### src/rtl/mem_bus_arbiter.sv
// Shares the external memory bus between instruction fetch and data access.
// Round-robin grant, MREQ/ACK handshake with bounded wait, one-cycle completion pulse.
module mem_bus_arbiter #(
    parameter int unsigned TIMEOUT = 15,
    parameter int unsigned CNT_W   = 8
) (
    input  logic        clk,
    input  logic        rst,
    input  logic        if_req,
    input  logic [31:0] if_addr,
    output logic [31:0] if_rdata,
    output logic        if_ready,
    input  logic        mem_req,
    input  logic        mem_we,
    input  logic [1:0]  mem_size,
    input  logic [31:0] mem_addr,
    input  logic [31:0] mem_wdata,
    output logic [31:0] mem_rdata,
    output logic        mem_ready,
    output logic        stall_if,
    output logic        stall_mem,
    output logic [31:0] bus_addr,
    output logic [31:0] bus_wdata,
    output logic        bus_oe,
    input  logic [31:0] bus_rdata,
    output logic        bus_mreq,
    output logic        bus_write,
    output logic [1:0]  bus_size,
    input  logic        bus_ack_n,
    output logic        bus_err
);

    localparam int unsigned AW = 32;
    localparam int unsigned DW = 32;

    localparam logic [1:0] S_IDLE = 2'b00;
    localparam logic [1:0] S_WAIT = 2'b01;
    localparam logic [1:0] S_DONE = 2'b10;

    logic [1:0]       state, state_nx;
    logic [CNT_W-1:0] cnt, cnt_nx, cnt_inc;
    logic             last_mem, last_mem_nx;
    logic             owner_mem, owner_mem_nx;
    logic             pick_mem;
    logic             finish;
    logic [DW-1:0]    cap_data;

    logic [AW-1:0]    bus_addr_nx;
    logic [DW-1:0]    bus_wdata_nx;
    logic             bus_oe_nx, bus_mreq_nx, bus_write_nx, bus_err_nx;
    logic [1:0]       bus_size_nx;
    logic [DW-1:0]    if_rdata_nx, mem_rdata_nx;
    logic             if_ready_nx, mem_ready_nx;

    assign stall_if  = if_req & ~if_ready;
    assign stall_mem = mem_req & ~mem_ready;
    assign cnt_inc   = cnt + CNT_W'(1);

    // Lone requester wins outright; on contention the side that did not win last time wins.
    assign pick_mem = mem_req & (~if_req | ~last_mem);

    // Next-state and next-output logic
    always_comb begin
        state_nx     = state;
        cnt_nx       = cnt;
        last_mem_nx  = last_mem;
        owner_mem_nx = owner_mem;
        bus_addr_nx  = bus_addr;
        bus_wdata_nx = bus_wdata;
        bus_oe_nx    = bus_oe;
        bus_mreq_nx  = bus_mreq;
        bus_write_nx = bus_write;
        bus_size_nx  = bus_size;
        bus_err_nx   = 1'b0;
        if_ready_nx  = 1'b0;
        mem_ready_nx = 1'b0;
        if_rdata_nx  = if_rdata;
        mem_rdata_nx = mem_rdata;
        finish       = 1'b0;
        cap_data     = '0;

        case (state)
            S_IDLE: begin
                if (if_req | mem_req) begin
                    owner_mem_nx = pick_mem;
                    last_mem_nx  = pick_mem;
                    bus_addr_nx  = pick_mem ? mem_addr : if_addr;
                    bus_size_nx  = pick_mem ? mem_size : 2'b11;
                    bus_write_nx = pick_mem & mem_we;
                    bus_oe_nx    = pick_mem & mem_we;
                    bus_wdata_nx = pick_mem ? mem_wdata : '0;
                    bus_mreq_nx  = 1'b1;
                    cnt_nx       = '0;
                    state_nx     = S_WAIT;
                end
            end
            S_WAIT: begin
                // Acknowledge takes priority over a timeout landing on the same edge.
                if (!bus_ack_n) begin
                    finish   = 1'b1;
                    cap_data = bus_write ? '0 : bus_rdata;
                end else if (cnt_inc == CNT_W'(TIMEOUT)) begin
                    finish     = 1'b1;
                    bus_err_nx = 1'b1;
                    cnt_nx     = cnt_inc;
                end else begin
                    cnt_nx = cnt_inc;
                end
                if (finish) begin
                    bus_mreq_nx = 1'b0;
                    bus_oe_nx   = 1'b0;
                    state_nx    = S_DONE;
                    if (owner_mem) begin
                        mem_ready_nx = 1'b1;
                        mem_rdata_nx = cap_data;
                    end else begin
                        if_ready_nx = 1'b1;
                        if_rdata_nx = cap_data;
                    end
                end
            end
            S_DONE:  state_nx = S_IDLE;
            default: state_nx = S_IDLE;
        endcase
    end

    always_ff @(posedge clk or negedge rst) begin
        if (!rst) begin
            state     <= S_IDLE;
            cnt       <= '0;
            last_mem  <= 1'b0;
            owner_mem <= 1'b0;
            bus_addr  <= '0;
            bus_wdata <= '0;
            bus_oe    <= 1'b0;
            bus_mreq  <= 1'b0;
            bus_write <= 1'b0;
            bus_size  <= 2'b00;
            bus_err   <= 1'b0;
            if_ready  <= 1'b0;
            mem_ready <= 1'b0;
            if_rdata  <= '0;
            mem_rdata <= '0;
        end else begin
            state     <= state_nx;
            cnt       <= cnt_nx;
            last_mem  <= last_mem_nx;
            owner_mem <= owner_mem_nx;
            bus_addr  <= bus_addr_nx;
            bus_wdata <= bus_wdata_nx;
            bus_oe    <= bus_oe_nx;
            bus_mreq  <= bus_mreq_nx;
            bus_write <= bus_write_nx;
            bus_size  <= bus_size_nx;
            bus_err   <= bus_err_nx;
            if_ready  <= if_ready_nx;
            mem_ready <= mem_ready_nx;
            if_rdata  <= if_rdata_nx;
            mem_rdata <= mem_rdata_nx;
        end
    end

endmodule

### config.mk
export PLATFORM = sky130hd
export DESIGN_NAME = mem_bus_arbiter
export DESIGN_NICKNAME = d
export VERILOG_FILES = /design/src/rtl/mem_bus_arbiter.sv
export SDC_FILE = /design/constraint.sdc
export NUM_CORES = 1
export LEC_CHECK = 0
export BUFFER_PORTS_ARGS = -buffer_cell sky130_fd_sc_hd__buf_2
export CAP_MARGIN = 20
export CORE_MARGIN = 2
export CORE_UTILIZATION = 44
export CTS_CLUSTER_DIAMETER = 150
export DETAILED_ROUTE_END_ITERATION = 10
export GPL_ROUTABILITY_DRIVEN = 0
export PLACE_DENSITY = 0.75
export SYNTH_ARGS = -nofsm -noshare
export SYNTH_HDL_FRONTEND = slang
export SYNTH_SLANG_ARGS = --single-unit
### constraint.sdc
create_clock -name clk -period 1.85 [get_ports clk]
set_input_delay 0.37 -clock clk [delete_from_list [all_inputs] [get_ports clk]]
set_output_delay 0.37 -clock clk [all_outputs]
set_load 0.01 [all_outputs]
==> reports/results.ini, run 1 <==
[setup_path]
arrival_ns=2.43
cp-start-kind=flop
cp_max_fo=18
path_class=reg2reg
cp_data_required_time_ns=2.15
crit_path_end_kind=flop

[sta]
timing.final.crit_share_pct=115
skew_ns=0.00871
relSlewSlack_pct=72.3
finalSetupTns_ns=-16.39
clock.fmax_ghz=0.469
hold_viol=0
tightest_slew_ns=0.414
rsz0062_at_grt=yes
fin_crit_ns=2.13
setup_viol=71
finalWorstSetupSlack_ns=-0.284
maxSlewViolCount=0

[synth]
synth_edf_count=0
synth-seq-cells=147
syn_area_mm2=0.00655
synthFlopType=dfrtp_1
synth_nets=782
synth_area_leaders=dfrtp_1 (56%), o21ai_0 (5.7%), mux2_2 (5.3%)
netlist-cell-type-count=36
synth_top_cell_area_share_pct=56.2
yosysSeqAreaShare_pct=56.2
yosys_warnings=0
synth_cells=644
synth_largest_area_cell=dfrtp_1
synthArstFlopShare_pct=100
syn_area_per_cell_um2=10.2

[final_layout]
seqCellArea_mm2=0.00368
multi_input_area_mm2=0.00254
fillers=1180
stdcell_count=1134
area_growth_pct=40.2
fin_nets=1074
drive_gt1_share_pct=43.3

[grt]
grt_antenna_before_repair=1
grt_pass1_wl_um=29300
grt_overflow=0
grt_pass1_vias=5584
grt_max_degree=60
grtUsageTotal_pct=23.3

[place]
dp_cells=1092
dp_slack_ns=-0.267
portBuffers=273
dp_hpwl_um=12900

[pwr]
p_leak_nw=4.77
pwr_density_cell_mw_per_mm2=1660
finalPower_w=0.0153
irDropWorstVdd_v=0.000796

[run_status]
outcome=complete, but fails checks
violations=negative setup slack

[clocking]
cts.sinks=147
clockBufferDepth=2
cts_max_level=4
worstSkewPairLatency_ns=0.42
cts_tree=done
clk_pin_slew_ns=0.06
cts-root-buf=clkbuf_16
tritoncts.num_buffers=17

[die]
ioPinCount=274
start_util_pct=45.1
die_area_mm2=0.0159
die_y_um=126
core_area_mm2=0.0145
die_x_um=126
rows=44

[routing]
antenna_left=0
drt_iter0_drc=358
vias=5745
wl_per_cell_um=16.4
drcViolationCount=0
vias_per_cell=5.07
routed_wl_um=18600
first_pass_iters=4

[flow_run]
max-cap-violations=0

[worst_hold_path]
min_path_type=in2reg

cell type report:
cell class / count / area share [%]
diodes: 1 / 0.0273
clock buffers: 19 / 4.82
clock inverters: 13 / 1.44
inverters: 68 / 2.78
multi-input cells: 388 / 27.7
flip-flops and latches: 147 / 40.1
well taps: 184 / 2.51
repair buffers: 314 / 20.7
state kept, by name (all words and copies together) (netlist names), 2 cells and up:
name and count:
cnt 8, bus_size 2, bus_wdata 32, bus_addr 32
state 2, mem_rdata 32, if_rdata 32
worst max-delay path, stage by stage, from the launching register on:
cell and delay, ns:
dfrtp_1 0.38, xor2_1 0.17, or4_4 0.43, a2111o_1 0.44, o21ai_4 0.18, buf_6 0.17
buf_16 0.17, o21bai_1 0.07
what timing repair did:
item / 4_1_cts / 5_1_grt
cloned: 1 / 2
resized for setup: 28 / 31
endpoints found under the hold margin: 38 / 0
setup endpoints to repair: 69 / 71
pin swaps: 1 / 2
hold buffers: 1 / 0
setup buffers: 3 / 2
metal layers:
metal	share of wire (%)	vias up	track usage, %	routed length, um
li1	-	2772	-	-
met1	42	2730	30.1	7830
met2	50	197	38.4	9280
met3	5.1	46	4.84	948
met4	2.8	0	9.70	522
met5	0	-	0	0
layout by cell type, fill, tap and decap left out, types with 3 or more instances in the layout:
| master | n |
|---|---|
| buf_2 | 272 |
| dfrtp_1 | 147 |
| nand2_1 | 69 |
| inv_1 | 68 |
| o21ai_1 | 41 |
| o21ai_0 | 38 |
| nor2_1 | 37 |
| a21oi_1 | 35 |
| a22o_1 | 34 |
| mux2i_1 | 32 |
| mux2_2 | 31 |
| o21ai_2 | 24 |
| buf_4 | 22 |
| clkbuf_16 | 19 |
| buf_12 | 12 |
| nand3_1 | 5 |
| clkinv_2 | 5 |
| clkinvlp_4 | 4 |
| buf_6 | 4 |
| xnor2_1 | 3 |
| nor2b_1 | 3 |
| o2bb2ai_1 | 3 |
cells by family (layout without fill, tap and decap cells):
logic type	after synthesis	in the layout	synth area share (%)
AOI/OAI and AO/OA	190	190	17.9
DFF	147	147	56.2
and+or+nand+nor	128	128	7.93
buffers and inverters	109	414	6.76
muxes	63	63	10.2
xor gates and xnor gates	5	5	0.669
adders and majority gates	2	2	0.382
other	0	1	0
synth_stat cells (all sizes together) (6+ instances only):
cell type	count
a21oi	37
a22o	34
buf	7
clkbuf	34
dfrtp	147
inv	68
mux2	31
mux2i	32
nand2	71
nand3	6
nor2	40
o21ai	105
final timing paths:
check	start	endpoint	slack (ns)	cells after the start
setup / recovery	cnt[6]	if_rdata[29]	-0.28	7
hold / removal	mem_wdata[17]	bus_wdata[17]	0.16	2
setup reg to reg	cnt[6]	if_rdata[29]	-0.28	7
hold reg to reg	bus_addr[5]	bus_addr[5]	0.47	2
max in group asynchronous	rst	mem_rdata[25]	0.77	3
min in group asynchronous	rst	bus_addr[9]	0.44	2
stage by stage:
step                instance area (um^2)  hold slack [ns]  util [%]
finish                              9180            0.164      63.2
floorplan                           6560           0.0744         -
CTS                                 9050            0.145      62.2
global route                        9180            0.153      63.2
global placement                    8390            0.317      57.7
detailed placement                  8390            0.316      57.7
where the power goes:
part | switching (W) | internal (W)
combinational | 0.00359 | 0.00292
sequential | 0.000837 | 0.00457
clock | 0.00133 | 0.00201
No activity file was read; power rests on OpenSTA's default activity.
==> run 2: changes to the inputs <==
Settings changed: BUFFER_PORTS_ARGS -buffer_cell sky130_fd_sc_hd__buf_2 to unset, CORE_UTILIZATION 44 to 49, DONT_BUFFER_PORTS set to 1, PLACE_DENSITY 0.75 to 0.64.
==> run 2 against run 1 <==
Effect of this change: the run ends with negative hold slack, negative setup slack left; maximum frequency down 1.2%; non-clock buffer count down 280; highest routed layer unchanged; combinational power down 36%; wire length down 14%; hold slack worse by 0.51 ns; sequential share of layout area up 7.3 points; setup slack worse by 0.026 ns; clock skew up 0.0061 ns; register-to-register slack worse by 0.03 ns; critical path type unchanged; flip-flop and latch count unchanged; die area down 9.9%.
==> reports/results.ini, run 2 (synthesis gave the netlist of run 1 again) <==
[clocking]
clockBufferDepth=2
cts.sinks=147
tritoncts.num_buffers=17
cts_max_level=4
cts-root-buf=clkbuf_16
clk_pin_slew_ns=0.06
worstSkewPairLatency_ns=0.42
cts_tree=done

[sta]
rsz0062_at_grt=yes
relSlewSlack_pct=56.9
hold_viol=147
clock.fmax_ghz=0.463
finalWorstSetupSlack_ns=-0.310
fin_crit_ns=2.16
tightest_slew_ns=0.646
maxSlewViolCount=0
timing.final.crit_share_pct=117
skew_ns=0.0148
timing.hold.ws_ns=-0.345
setup_viol=68

[routing]
drcViolationCount=0
antenna_left=0
drt_iter0_drc=196
first_pass_iters=6
vias=4676
wl_per_cell_um=19.0
routed_wl_um=16000
vias_per_cell=5.53

[final_layout]
layout_commonest_cell=dfrtp_1
fin_nets=794
seqCellArea_mm2=0.00368
stdcell_count=845
drive_gt1_share_pct=21.1
multi_input_area_mm2=0.00261
fillers=1124
antenna_cells=0
final_cell_mix=dfrtp_1 (147), nand2_1 (69), inv_1 (68)
area_growth_pct=18.7

[die]
start_util_pct=49.8
die_area_mm2=0.0143
ioPinCount=274
die_x_um=120
rows=42
core_area_mm2=0.0131
die_y_um=120

[pwr]
power_frac_comb_pct=30.3
switching_power_w=0.00533
p_seq_share_pct=46.2
p_clk_share_pct=23.5
irDropWorstVdd_v=0.000712
p_leak_nw=3.68
p_sw_share_pct=38.6
pwr_density_cell_mw_per_mm2=1780
intPower_w=0.00847

[setup_path]
r2r-end=mem_rdata[1]
cp-start-kind=flop
endpoint=mem_rdata[1]
reg2regPathDepth=7
path_class=reg2reg
slowest_delay_ns=0.48
crit_path_end_kind=flop
crit_slowest_cell=a2111o_1
ff2ff_setup_slack_ns=-0.31
arrival_ns=2.44
r2r-start=cnt[6]
cp_cell_sequence=xor2_1 -> or4_4 -> a2111o_1 -> o21ai_4 -> buf_12 -> buf_6 -> o21ai_0
cp_data_required_time_ns=2.13
cp_max_fo=11
setup.worst_path.start=cnt[6]

[grt]
grt_overflow=0
grt_pass1_vias=4617
grt_pass1_wl_um=24700
grt_antenna_before_repair=0
grt_max_degree=148
grtUsageTotal_pct=22.0

[run_status]
outcome=complete, but fails checks
violations=negative hold slack, negative setup slack

[flow_run]
max-cap-violations=0

[place]
dp_cells=805
dp_hpwl_um=10800
portBuffers=0

[worst_hold_path]
min_path_type=in2async

==> run 2: changes by cell type in the layout (fill, tap and decap cells not counted), sizes merged <==
cell         before  now
clkbuf           21   22
diode             1    0
clkinv            5    6
dlygate4sd3       1    0
buf             311   31
bufinv            2    1
==> run 2: metrics by stage <==
stage	cell area [um^2]	setup slack (ns)	TNS, ns	util, %	total power (W)
5_1_grt	7770	-0.359	-22.28	59.2	0.0147
2_1_floorplan	6560	-0.163	-7.70	-	0.00899
4_1_cts	7490	-0.242	-13.69	57.0	0.0136
6_report	7770	-0.310	-18.72	59.2	0.0138
3_5_place_dp	6930	-0.237	-12.81	52.7	0.0103
3_3_place_gp	6930	-0.198	-11.69	52.7	0.0101
==> run 2: worst min-delay path by stage <==
stage,start,endpoint,slack [ns],cells after the start
2_1_floorplan,rst,bus_addr[0],0.07,0
3_3_place_gp,rst,bus_err,0.08,0
3_5_place_dp,rst,mem_rdata[1],0.08,0
4_1_cts,rst,mem_rdata[1],-0.37,0
5_1_grt,rst,mem_rdata[4],-0.37,0
6_report,rst,if_rdata[28],-0.34,0
==> run 2: per-layer routing <==
layer / GRT usage (%) / vias up / wire length [um]
met3: 7.98 / 19 / 992
met4: 7.06 / 0 / 286
li1: - / 2202 / -
met5: 0 / - / 0
met2: 35.5 / 159 / 8250
met1: 27.7 / 2296 / 6510
==> run 2: layout make-up <==
| type | instances | area share, % |
|---|---|---|
| Timing Repair Buffer | 34 | 5.71 |
| Inverter | 68 | 3.28 |
| Sequential cell | 147 | 47.3 |
| Clock inverter | 13 | 1.38 |
| Multi-Input combinational cell | 388 | 33.6 |
| Clock buffer | 19 | 5.83 |
| Tap cell | 176 | 2.83 |
==> run 2: power groups by stage <==
| stage | logic (W) | registers, W | clock network [W] |
|---|---|---|---|
| global placement | 0.00369 | 0.00642 | 0 |
| finish | 0.00419 | 0.00638 | 0.00324 |
| global route | 0.00473 | 0.00654 | 0.00345 |
| floorplan | 0.00301 | 0.00599 | 0 |
| CTS | 0.00389 | 0.00641 | 0.00330 |
| detailed placement | 0.00389 | 0.00643 | 0 |
==> run 2: worst max-delay path: cells and delay by family (launching register included) <==
kind,cells,cell delay (ns)
xor gates and xnor gates,1,0.16
AOI/OAI and AO/OA,3,0.74
and+or+nand+nor,1,0.42
DFF,1,0.38
buffers and inverters,2,0.31
==> run 2: repair_timing <==
item                                    CTS  global route
gates cloned                              0             4
pin swaps                                 0             4
setup buffers                             0             4
endpoints found under the hold margin   147           147
endpoints found under the setup margin   69            72
resized for setup                         0            61
==> run 3: changes to the inputs <==
Settings changed: CELL_PAD_IN_SITES_DETAIL_PLACEMENT set to 1, CELL_PAD_IN_SITES_GLOBAL_PLACEMENT set to 2, CORE_UTILIZATION 49 to 40, CTS_CLUSTER_SIZE set to 25, PLACE_DENSITY 0.64 to 0.82.
Clock period 1.85 ns to 2.8 ns, I/O delays scaled along.
==> run 3 against run 2 <==
Effect of this change: wire length grew 4.9%; utilization shrank 13 points; critical path type unchanged; flip-flop and latch count is the same; critical path depth shrank 1; non-clock buffer count shrank 27; the run ends with negative hold slack left; critical endpoint is now if_rdata[28]; die area grew 22%; global-route usage shrank 2.3 points; cell count grew 1.4%; clock power shrank 26%.
==> reports/results.ini, run 3 (synthesis gave the netlist of run 1 again) <==
[routing]
drt_iter0_drc=162
first_pass_iters=4
drcViolationCount=0
vias_per_cell=5.41
vias=4637
routed_wl_um=16800
antenna_left=0
wl_per_cell_um=19.6

[pwr]
finalPower_w=0.00904
pwr_density_cell_mw_per_mm2=1230
p_sw_share_pct=37.8
power_frac_comb_pct=26.7
intPower_w=0.00562
p_seq_share_pct=46.8
irDropWorstVdd_v=0.000458
switching_power_w=0.00342
p_leak_nw=3.49
p_clk_share_pct=26.5

[final_layout]
fin_nets=767
final_cell_mix=dfrtp_1 (147), o21ai_0 (73), nand2_1 (69)
area_growth_pct=12.6
final_util_pct=46.3
fillers=1772
stdcell_count=857
antenna_cells=0
seqCellArea_mm2=0.00368
layout_commonest_cell=dfrtp_1
drive_gt1_share_pct=13.3
multi_input_area_mm2=0.00247

[sta]
finalSetupTns_ns=0
hold_viol=147
maxSlewViolCount=0
rsz0062_at_grt=no
timing.final.crit_share_pct=83.9
timing.hold.ws_ns=-0.165
setup_viol=0
clock.fmax_ghz=0.426
fin_crit_ns=2.35
relSlewSlack_pct=55.4
skew_ns=0.00948
tightest_slew_ns=0.668

[clocking]
clk_pin_slew_ns=0.06
cts_max_level=4
tritoncts.num_buffers=17
worstSkewPairLatency_ns=0.41
cts_tree=done
ctsResizeCount=0
cts-root-buf=clkbuf_16
cts_setup_buffers=0
clockBufferDepth=2
cts.sinks=147

[run_status]
outcome=complete, but fails checks
violations=negative hold slack

[setup_path]
ff2ff_setup_slack_ns=0.45
r2r-start=cnt[0]
r2r-end=if_rdata[28]
cp-start-kind=flop
arrival_ns=2.62
crit_path_end_kind=flop
cp_data_required_time_ns=3.07
path_class=reg2reg
reg2regPathDepth=6
cp_max_fo=66

[die]
die_x_um=132
rows=46
die_y_um=132
start_util_pct=41.1
core_area_mm2=0.0159
ioPinCount=274
die_area_mm2=0.0174

[grt]
grt_overflow=0
grt_pass1_wl_um=27500
grtUsageTotal_pct=19.7
grt_antenna_before_repair=0
grt_pass1_vias=4945
grt_max_degree=148

[flow_run]
max-cap-violations=0

[worst_hold_path]
min_path_type=in2async

[place]
dp_cells=826
portBuffers=0
dp_hpwl_um=11700

## run 3: layout make-up
type	instances	area share, %
Multi-Input combinational cell	388	33.5
Inverter	68	3.46
Sequential cell	147	49.9
Timing Repair Buffer	7	1.05
Clock inverter	12	2.44
Clock buffer	19	6.01
Tap cell	216	3.66
## run 3: power by group through the flow
stage | registers [W] | clock network [W] | logic [W]
6_report | 0.00423 | 0.00240 | 0.00241
3_5_place_dp | 0.00429 | 0 | 0.00243
5_1_grt | 0.00435 | 0.00256 | 0.00277
4_1_cts | 0.00426 | 0.00246 | 0.00244
3_3_place_gp | 0.00425 | 0 | 0.00227
2_1_floorplan | 0.00395 | 0 | 0.00198
## run 3: metrics by stage
step	setup WS [ns]	hold slack, ns	instance area [um^2]
after floorplan	0.764	0.264	6550
after global placement	0.576	0.267	6750
after detailed placement	0.463	0.266	6750
after CTS	0.437	-0.184	7370
after global routing	0.230	-0.196	7370
final	0.451	-0.165	7370
## run 3: worst max path at each step
stage / from / to
5_1_grt: cnt[0] / if_rdata[28]
3_5_place_dp: cnt[0] / if_rdata[28]
4_1_cts: cnt[0] / if_rdata[28]
3_3_place_gp: cnt[0] / mem_rdata[26]
2_1_floorplan: cnt[0] / if_rdata[18]
6_report: cnt[0] / if_rdata[28]
## run 3: critical path, cell delays in order, from the launching register on
cell and delay, ns:
dfrtp_1 0.42, nand3_1 0.16, or4_1 0.52, a2111o_1 0.44, o21ai_4 0.18, buf_12 0.29
o21ai_0 0.14
## run 3: metal layers
layer	share of wire, %	global-route usage [%]	routed length, um
met5	0	0	0
met4	2.1	7.37	360
met3	6.7	6.73	1120
met2	51	34.1	8660
met1	40	22.6	6680
